### src/rtl/block_fetch_responder.sv
// -----------------------------------------------------------------------------
// block_fetch_responder
//
// Fixed-latency backing-store model for a cache refill path. A request accepted
// in IDLE latches the word address, waits LATENCY edges, then presents the
// aligned 4-word block (and the requested word) with a one-cycle ready pulse.
// Memory content is synthetic: the word at address a is {17'b0, a}.
//
// Parameters
//   LATENCY      edges from accept edge to ready (1..15)
//   BLOCK_WORDS  words per returned block (4)
//
// Ports
//   clk           in   clock, rising edge
//   rst           in   asynchronous active-high reset
//   read_enable   in   block read request
//   address       in   [14:0] word address of the requested word
//   ready         out  one-cycle pulse, block data valid
//   busy          out  high in WAIT and DONE
//   all_data_out  out  [127:0] block, word k on bits [32k+31:32k]
//   data_out      out  [31:0] requested word within the block
//   read_count    out  [13:0] accepted-request counter (MEM_STATS_EN only)
//
// Build option: define MEM_STATS_EN to add the read_count port and counter.
// -----------------------------------------------------------------------------
module block_fetch_responder #(
    parameter int LATENCY     = 4,
    parameter int BLOCK_WORDS = 4
) (
    input  logic                      clk,
    input  logic                      rst,
    input  logic                      read_enable,
    input  logic [14:0]               address,
    output logic                      ready,
    output logic                      busy,
    output logic [32*BLOCK_WORDS-1:0] all_data_out,
    output logic [31:0]               data_out
`ifdef MEM_STATS_EN
    ,
    output logic [13:0]               read_count
`endif
);

    typedef enum logic [1:0] {IDLE, WAIT, DONE} state_t;

    state_t                      state_q, state_d;
    logic [3:0]                  cnt_q, cnt_d;
    logic [14:0]                 addr_q, addr_d;
    logic [32*BLOCK_WORDS-1:0]   blk_q, blk_d;
    logic [31:0]                 word_q, word_d;
    logic                        accept;
    logic                        load_blk;

    // Block words are base+k; base is word-aligned so the low two bits are
    // simply k, which also guarantees no carry past 0x7FFF.
    always_comb begin
        blk_d = '0;
        for (int k = 0; k < BLOCK_WORDS; k++) begin
            blk_d[32*k +: 32] = {17'b0, addr_q[14:2], 2'(k)};
        end
        word_d = blk_d[{addr_q[1:0], 5'b0} +: 32];
    end

    always_comb begin
        state_d  = state_q;
        cnt_d    = cnt_q;
        addr_d   = addr_q;
        accept   = 1'b0;
        load_blk = 1'b0;
        case (state_q)
            IDLE: begin
                if (read_enable) begin
                    accept  = 1'b1;
                    addr_d  = address;
                    cnt_d   = 4'(LATENCY - 1);
                    state_d = WAIT;
                end
            end
            WAIT: begin
                if (cnt_q == 4'd0) begin
                    load_blk = 1'b1;
                    state_d  = DONE;
                end else begin
                    cnt_d = cnt_q - 4'd1;
                end
            end
            DONE:    state_d = IDLE;
            default: state_d = IDLE;
        endcase
    end

    always_ff @(posedge clk or posedge rst) begin
        if (rst) begin
            state_q <= IDLE;
            cnt_q   <= '0;
            addr_q  <= '0;
            blk_q   <= '0;
            word_q  <= '0;
        end else begin
            state_q <= state_d;
            cnt_q   <= cnt_d;
            addr_q  <= addr_d;
            if (load_blk) begin
                blk_q  <= blk_d;
                word_q <= word_d;
            end
        end
    end

    // Outputs decode straight from registered state so reset clears them
    // without waiting for an edge.
    assign ready        = (state_q == DONE);
    assign busy         = (state_q == WAIT) || (state_q == DONE);
    assign all_data_out = blk_q;
    assign data_out     = word_q;

`ifdef MEM_STATS_EN
    logic [13:0] rd_cnt_q;

    always_ff @(posedge clk or posedge rst) begin
        if (rst)         rd_cnt_q <= '0;
        else if (accept) rd_cnt_q <= rd_cnt_q + 14'd1;
    end

    assign read_count = rd_cnt_q;
`else
    // accept only feeds the statistics counter
    logic unused_accept;
    assign unused_accept = accept;
`endif

endmodule

### config.mk
export PLATFORM = sky130hd
export DESIGN_NAME = block_fetch_responder
export DESIGN_NICKNAME = d
export VERILOG_FILES = /design/src/rtl/block_fetch_responder.sv
export SDC_FILE = /design/constraint.sdc
export NUM_CORES = 1
export LEC_CHECK = 0
export CORE_ASPECT_RATIO = 2
export CORE_MARGIN = 4
export CORE_UTILIZATION = 37
export CTS_BUF_LIST = sky130_fd_sc_hd__clkbuf_8
export DETAILED_ROUTE_END_ITERATION = 10
export PLACE_DENSITY = 0.83
export SYNTH_ARGS = -nofsm -noshare
export SYNTH_HDL_FRONTEND = slang
export SYNTH_SLANG_ARGS = --single-unit
### constraint.sdc
create_clock -name clk -period 2.2 [get_ports clk]
set_input_delay 0.44 -clock clk [delete_from_list [all_inputs] [get_ports clk]]
set_output_delay 0.44 -clock clk [all_outputs]
set_load 0.02 [all_outputs]
======== After elaboration in Yosys (flattened, before gate mapping) ========
Cells that the tools add are included.
Widths: inputs -> output; s select.
storage, ports and cells
  ROM bits ................................ 0
  input port bits ......................... 18
  output and inout bits ................... 162
  bits in registers ....................... 109
  word-level logic and storage cells ...... 27
  memory bits (writable) .................. 0
  latch bits .............................. 0
  memories ................................ 0
operators by class
  add/subtract/negate cells ............... 1
  order comparisons ....................... 0
  shifts and indexed selects .............. 1
  div/mod/pow operators ................... 0
  eq/ne operators ......................... 5
  bitwise logic cells ..................... 0
  reductions and logical operators ........ 7
  multiplexer cells ....................... 8
  multiply operators ...................... 0
operator list
  cell                 count
  $shiftx 128x8->32    1
  $mux 4               2
  $pmux 4 s2           1
  $ne 2x2->1 const B   3
  $logic_not 4->1      1
  $mux 2               2
  $pmux 2 s2           1
  $reduce_and 2->1     2
  $sub 4x1->4 const B  1
  $reduce_and 3->1     1
  $eq 2x1->1 const B   1
  $eq 2x2->1 const B   1
  $logic_not 2->1      1
  $mux 1               2
  $reduce_bool 2->1    1
  $logic_or 1x1->1     1

======== Logic depth before layout (Yosys ltp) ========
  depth in word-level cells ............... 3
  gate-level depth with buffers ........... 8
  depth with buffers taken out ............ 5

======== Worst setup path after synthesis ========
OpenSTA, ideal clock, no wires.
  path type ............................... flip-flop to flip-flop
  start point ............................. reg cnt_q[0]
  end point ............................... reg state_q[0]
  arrival ................................. 1.470 ns
  stages on the path, launching flop included .. 6
  data required time ...................... 2.072 ns
  path slack .............................. 0.602 ns
  period minus slack after synthesis ...... 1.598 ns
  buffers on the path ..................... 0
  cells stage by stage .................... dfrtp_1 -> inv_1 -> ha_1 -> or3b_1 -> a21oi_2 -> mux2_1
between the ends
  cells in the longest elaborated chain, start to end .. 3
RTL lines
  what                        RTL line  text
  start, declared             47        logic [3:0] cnt_q, cnt_d;
  start signal, assigned      101       cnt_q <= cnt_d;
  $logic_not 4->1             80        if (cnt_q == 4'd0) begin
  $ne 2x2->1 (no line)        --
  $reduce_and 2->1 (no line)  --
  end signal, assigned        100       state_q <= state_d;
  end, declared               46        state_t state_q, state_d;
No other way between the ends.
A chain may end at the register's enable or synchronous reset.

======== Final worst setup path ========
  start point ............................. reg state_q[0]
  end point ............................... out busy
between the ends
  cells in the longest elaborated chain, start to end .. 2
  elaborated cells between the ends (all ways) .. 3
  classes of those cells .................. 2 x eq/ne; 1 x reduce/logical
RTL lines
  what                                             RTL line  text
  $eq 2x1->1 / $eq 2x2->1 (equally long branches)  113       assign busy = (state_q == WAIT) || (state_q == DONE);
  $logic_or 1x1->1 *                               113
  end, declared                                    35        output logic busy,
Every way passes the cells marked *; elsewhere a longest branch is shown, timed or not.

==> impl_results.md <==
- Largest net degree at the start of global routing: 38
- Max Freq: 490.2 MHz
- Clock buffer count from CTS: 5
- Placer Congestion: 0.6889
- Area Growth Syn to Fin: 13.60%
- Main combinational cell family by area after synthesis: buffers and inverters
- Initial antenna violation count: 0
- Setup repair bufs after CTS: 0
- Xor and xnor area share after synthesis: 0%
- Share of layout cells above drive strength 1: 4.012%
- I/O Buffers: 90
- Fin nets: 346
- Via count: 1592
- Max Cap Violations: 0
- Hold Path Class: flip-flop to flip-flop
- CTS tree: done
- Unrepaired setup endpoints after global routing: no
- PwrDens: 1480 nW/um2
- H-tree level count: 2
- Crit-path slowest cell: clkdlybuf4s50_1
- First-pass GRT wire length: 7314 um
- Crit end category: output pin
- Crit path arrival time: 1.60 ns
- Seq pwr share: 28.6%
- Drt drc: 0
- Die ar.: 8633 um2
- Pint: 0.002476 W
- Post-cts hold buffer count: 0
- Post-Place Worst Slack: 0.4494 ns
- Final period util: 92.73%
- Peak supply drop: 0.0005455 V
- Commonest cells after routing, fill and taps aside: clkdlybuf4s50_1, conb_1, nand2_1, dfrtp_1, mux2_1
- Final instance area: 2999 um2
- Sw Share: 44.23%
- Core ar.: 6940 um2
- Row cnt: 43
- Net Switching: 0.001964 W
- Number of antenna diodes: 0
- Final Max Tran Viols: 0
- Crit start category: flip-flop
- Sink Count: 37
- Clk pin slew, worst setup/hold paths: 0.08 ns
- Avg Cell Area, Syn: 9.296 um2
- Finish-stage setup viols: 0
- Die width: 67.73 um
- Initial Util: 38.04%
- Synthesis Warnings: 0
- Die Ht: 127.5 um
- HPWL Detailed: 3890 um
- Run status: completed
- 1st-pass router iterations: 4
- Cell count after synthesis: 284
- IO Pins: 180
- Final Hold Fails: 0
- Combinational share of power: 61.2%
- Vias/cell: 3.845
- Synth Area in Compound Gates: 2.227%
- Synth Area in Adders: 2.370%
- Mapped Area: 2640 um2
- Dpl cell area: 2917 um2
- Distinct cells, synth: 26
- Vias in the first global route: 1546
- Simple-Gate Fraction of Synth Area: 10.00%
- Clk_skew: 0.009932 ns
- Setup TNS Final: 0 ns
- Placed insts: 406
- Leakage: 1.453 nW
- Post-Layout Cell Count: 414
- Fin worst setup slack: 0.1599 ns
- Drt wl/cell: 11.75 um
- Critical Path, Cell by Cell: inv_1 > ha_1 > clkdlybuf4s50_1
- Register area share after synthesis: 35.07%
- GRT Total Usage: 11.02%
- Max stage delay on crit path: 0.59 ns
- Fillers: 682
- Synthesized flop and latch total: 37
- DRT antenna net count: 0
- Crit path time final: 2.040 ns
- Initial drt markers: 22
- Clock Tree Buf Depth: 2
- Critical Setup Path Class: flip-flop to output pin
- Resized cells post-CTS: 0
- Critical Path RT: 1.76 ns
- Latest clock arrival within the worst-skew pair: 0.28 ns
- Leading cell type in the layout, fill and taps excluded: clkdlybuf4s50_1
- Final WL: 4866 um
- Post-synthesis mux area share: 7.204%
- Root Buffer: clkbuf_8
- Finished Core Util: 43.21%
- Clock share of power: 10.2%
- Worst-path fanout max: 3
- Total gr overflow: 0
==> registers in the layout (all words and copies together) (netlist names) <==
signal        cells
cnt_q             4
data_out         15
addr_q           15
state_q           2
all_data_out      1
==> critical path: cells and delay by family, from the launching register on <==
family	cells	cell delay [ns]
buffers and inverters	2	0.67
DFF	1	0.37
adders and majority gates	1	0.28
==> power groups by stage <==
| stage | clock network (W) | registers, W | logic [W] |
|---|---|---|---|
| after floorplan | 0 | 0.00137 | 0.00201 |
| after global placement | 0 | 0.00126 | 0.00268 |
| after detailed placement | 0 | 0.00129 | 0.00275 |
| after CTS | 0.000470 | 0.00128 | 0.00275 |
| after global routing | 0.000503 | 0.00133 | 0.00291 |
| final | 0.000454 | 0.00127 | 0.00272 |
==> final cells by class <==
cell class                 count  area [um2]  share of cell area, %
clock buffer                   5       68.82                  2.295
clock inverter                 3       13.76                 0.4589
sequential                    37       925.9                  30.87
timing repair buffer          94       930.9                  31.04
inverter                       6       22.52                 0.7509
multi-input combinational    179       924.6                  30.83
tap                           90       112.6                  3.755
==> through the flow <==
step / hold slack [ns] / power [W]
2_1_floorplan: 0.4348 / 0.003380
3_3_place_gp: 0.4434 / 0.003947
3_5_place_dp: 0.4502 / 0.004039
4_1_cts: 0.4683 / 0.004502
5_1_grt: 0.4978 / 0.004741
6_report: 0.4619 / 0.004439
==> synthesized netlist by cell type, drive strengths merged <==
cell type	number	area, um2
a21o	1	7.510
a21oi	1	8.760
a22o	1	8.760
a31oi	1	6.260
buf	149	1109
clkbuf	1	3.750
conb	1	3.750
dfrtp	37	925.9
ha	5	62.56
inv	6	22.52
mux2	16	180.2
mux2i	1	10.01
nand2	48	180.2
nand2b	2	12.51
nand3b	1	7.510
nand4	2	12.51
nand4bb	1	11.26
nor2	1	3.750
nor2b	2	12.51
nor3	1	5.000
nor4bb	1	10.01
o211ai	1	7.510
o21a	1	7.510
o22ai	2	12.51
or3b	1	8.760
==> cell families (layout without fill, tap and decap cells) <==
family / count (synthesis) / in the layout
DFF: 37 / 37
adders and majority gates: 5 / 5
AOI/OAI and AO/OA: 8 / 8
buffers and inverters: 156 / 108
other: 1 / 89
and+or+nand+nor: 60 / 60
muxes: 17 / 17
==> metal layers <==
metal | global-route usage (%) | vias to the layer above | wire length, um
met5 | 0 | - | 0
met4 | 4.187 | 0 | 42
met3 | 2.814 | 4 | 632
met2 | 20.68 | 116 | 2671
met1 | 10.97 | 741 | 1520
li1 | - | 731 | -
==> final timing paths <==
check,start,end,slack [ns],cells past startpoint
setup / recovery,state_q[0],busy,0.16,3
hold / removal,addr_q[0],data_out[0],0.46,2
setup reg to reg,cnt_q[0],state_q[0],0.45,5
hold reg to reg,addr_q[0],data_out[0],0.46,2
max in group asynchronous,rst,addr_q[6],1.29,3
min in group asynchronous,rst,addr_q[8],0.57,3
No activity file was read; power rests on OpenSTA's default activity.
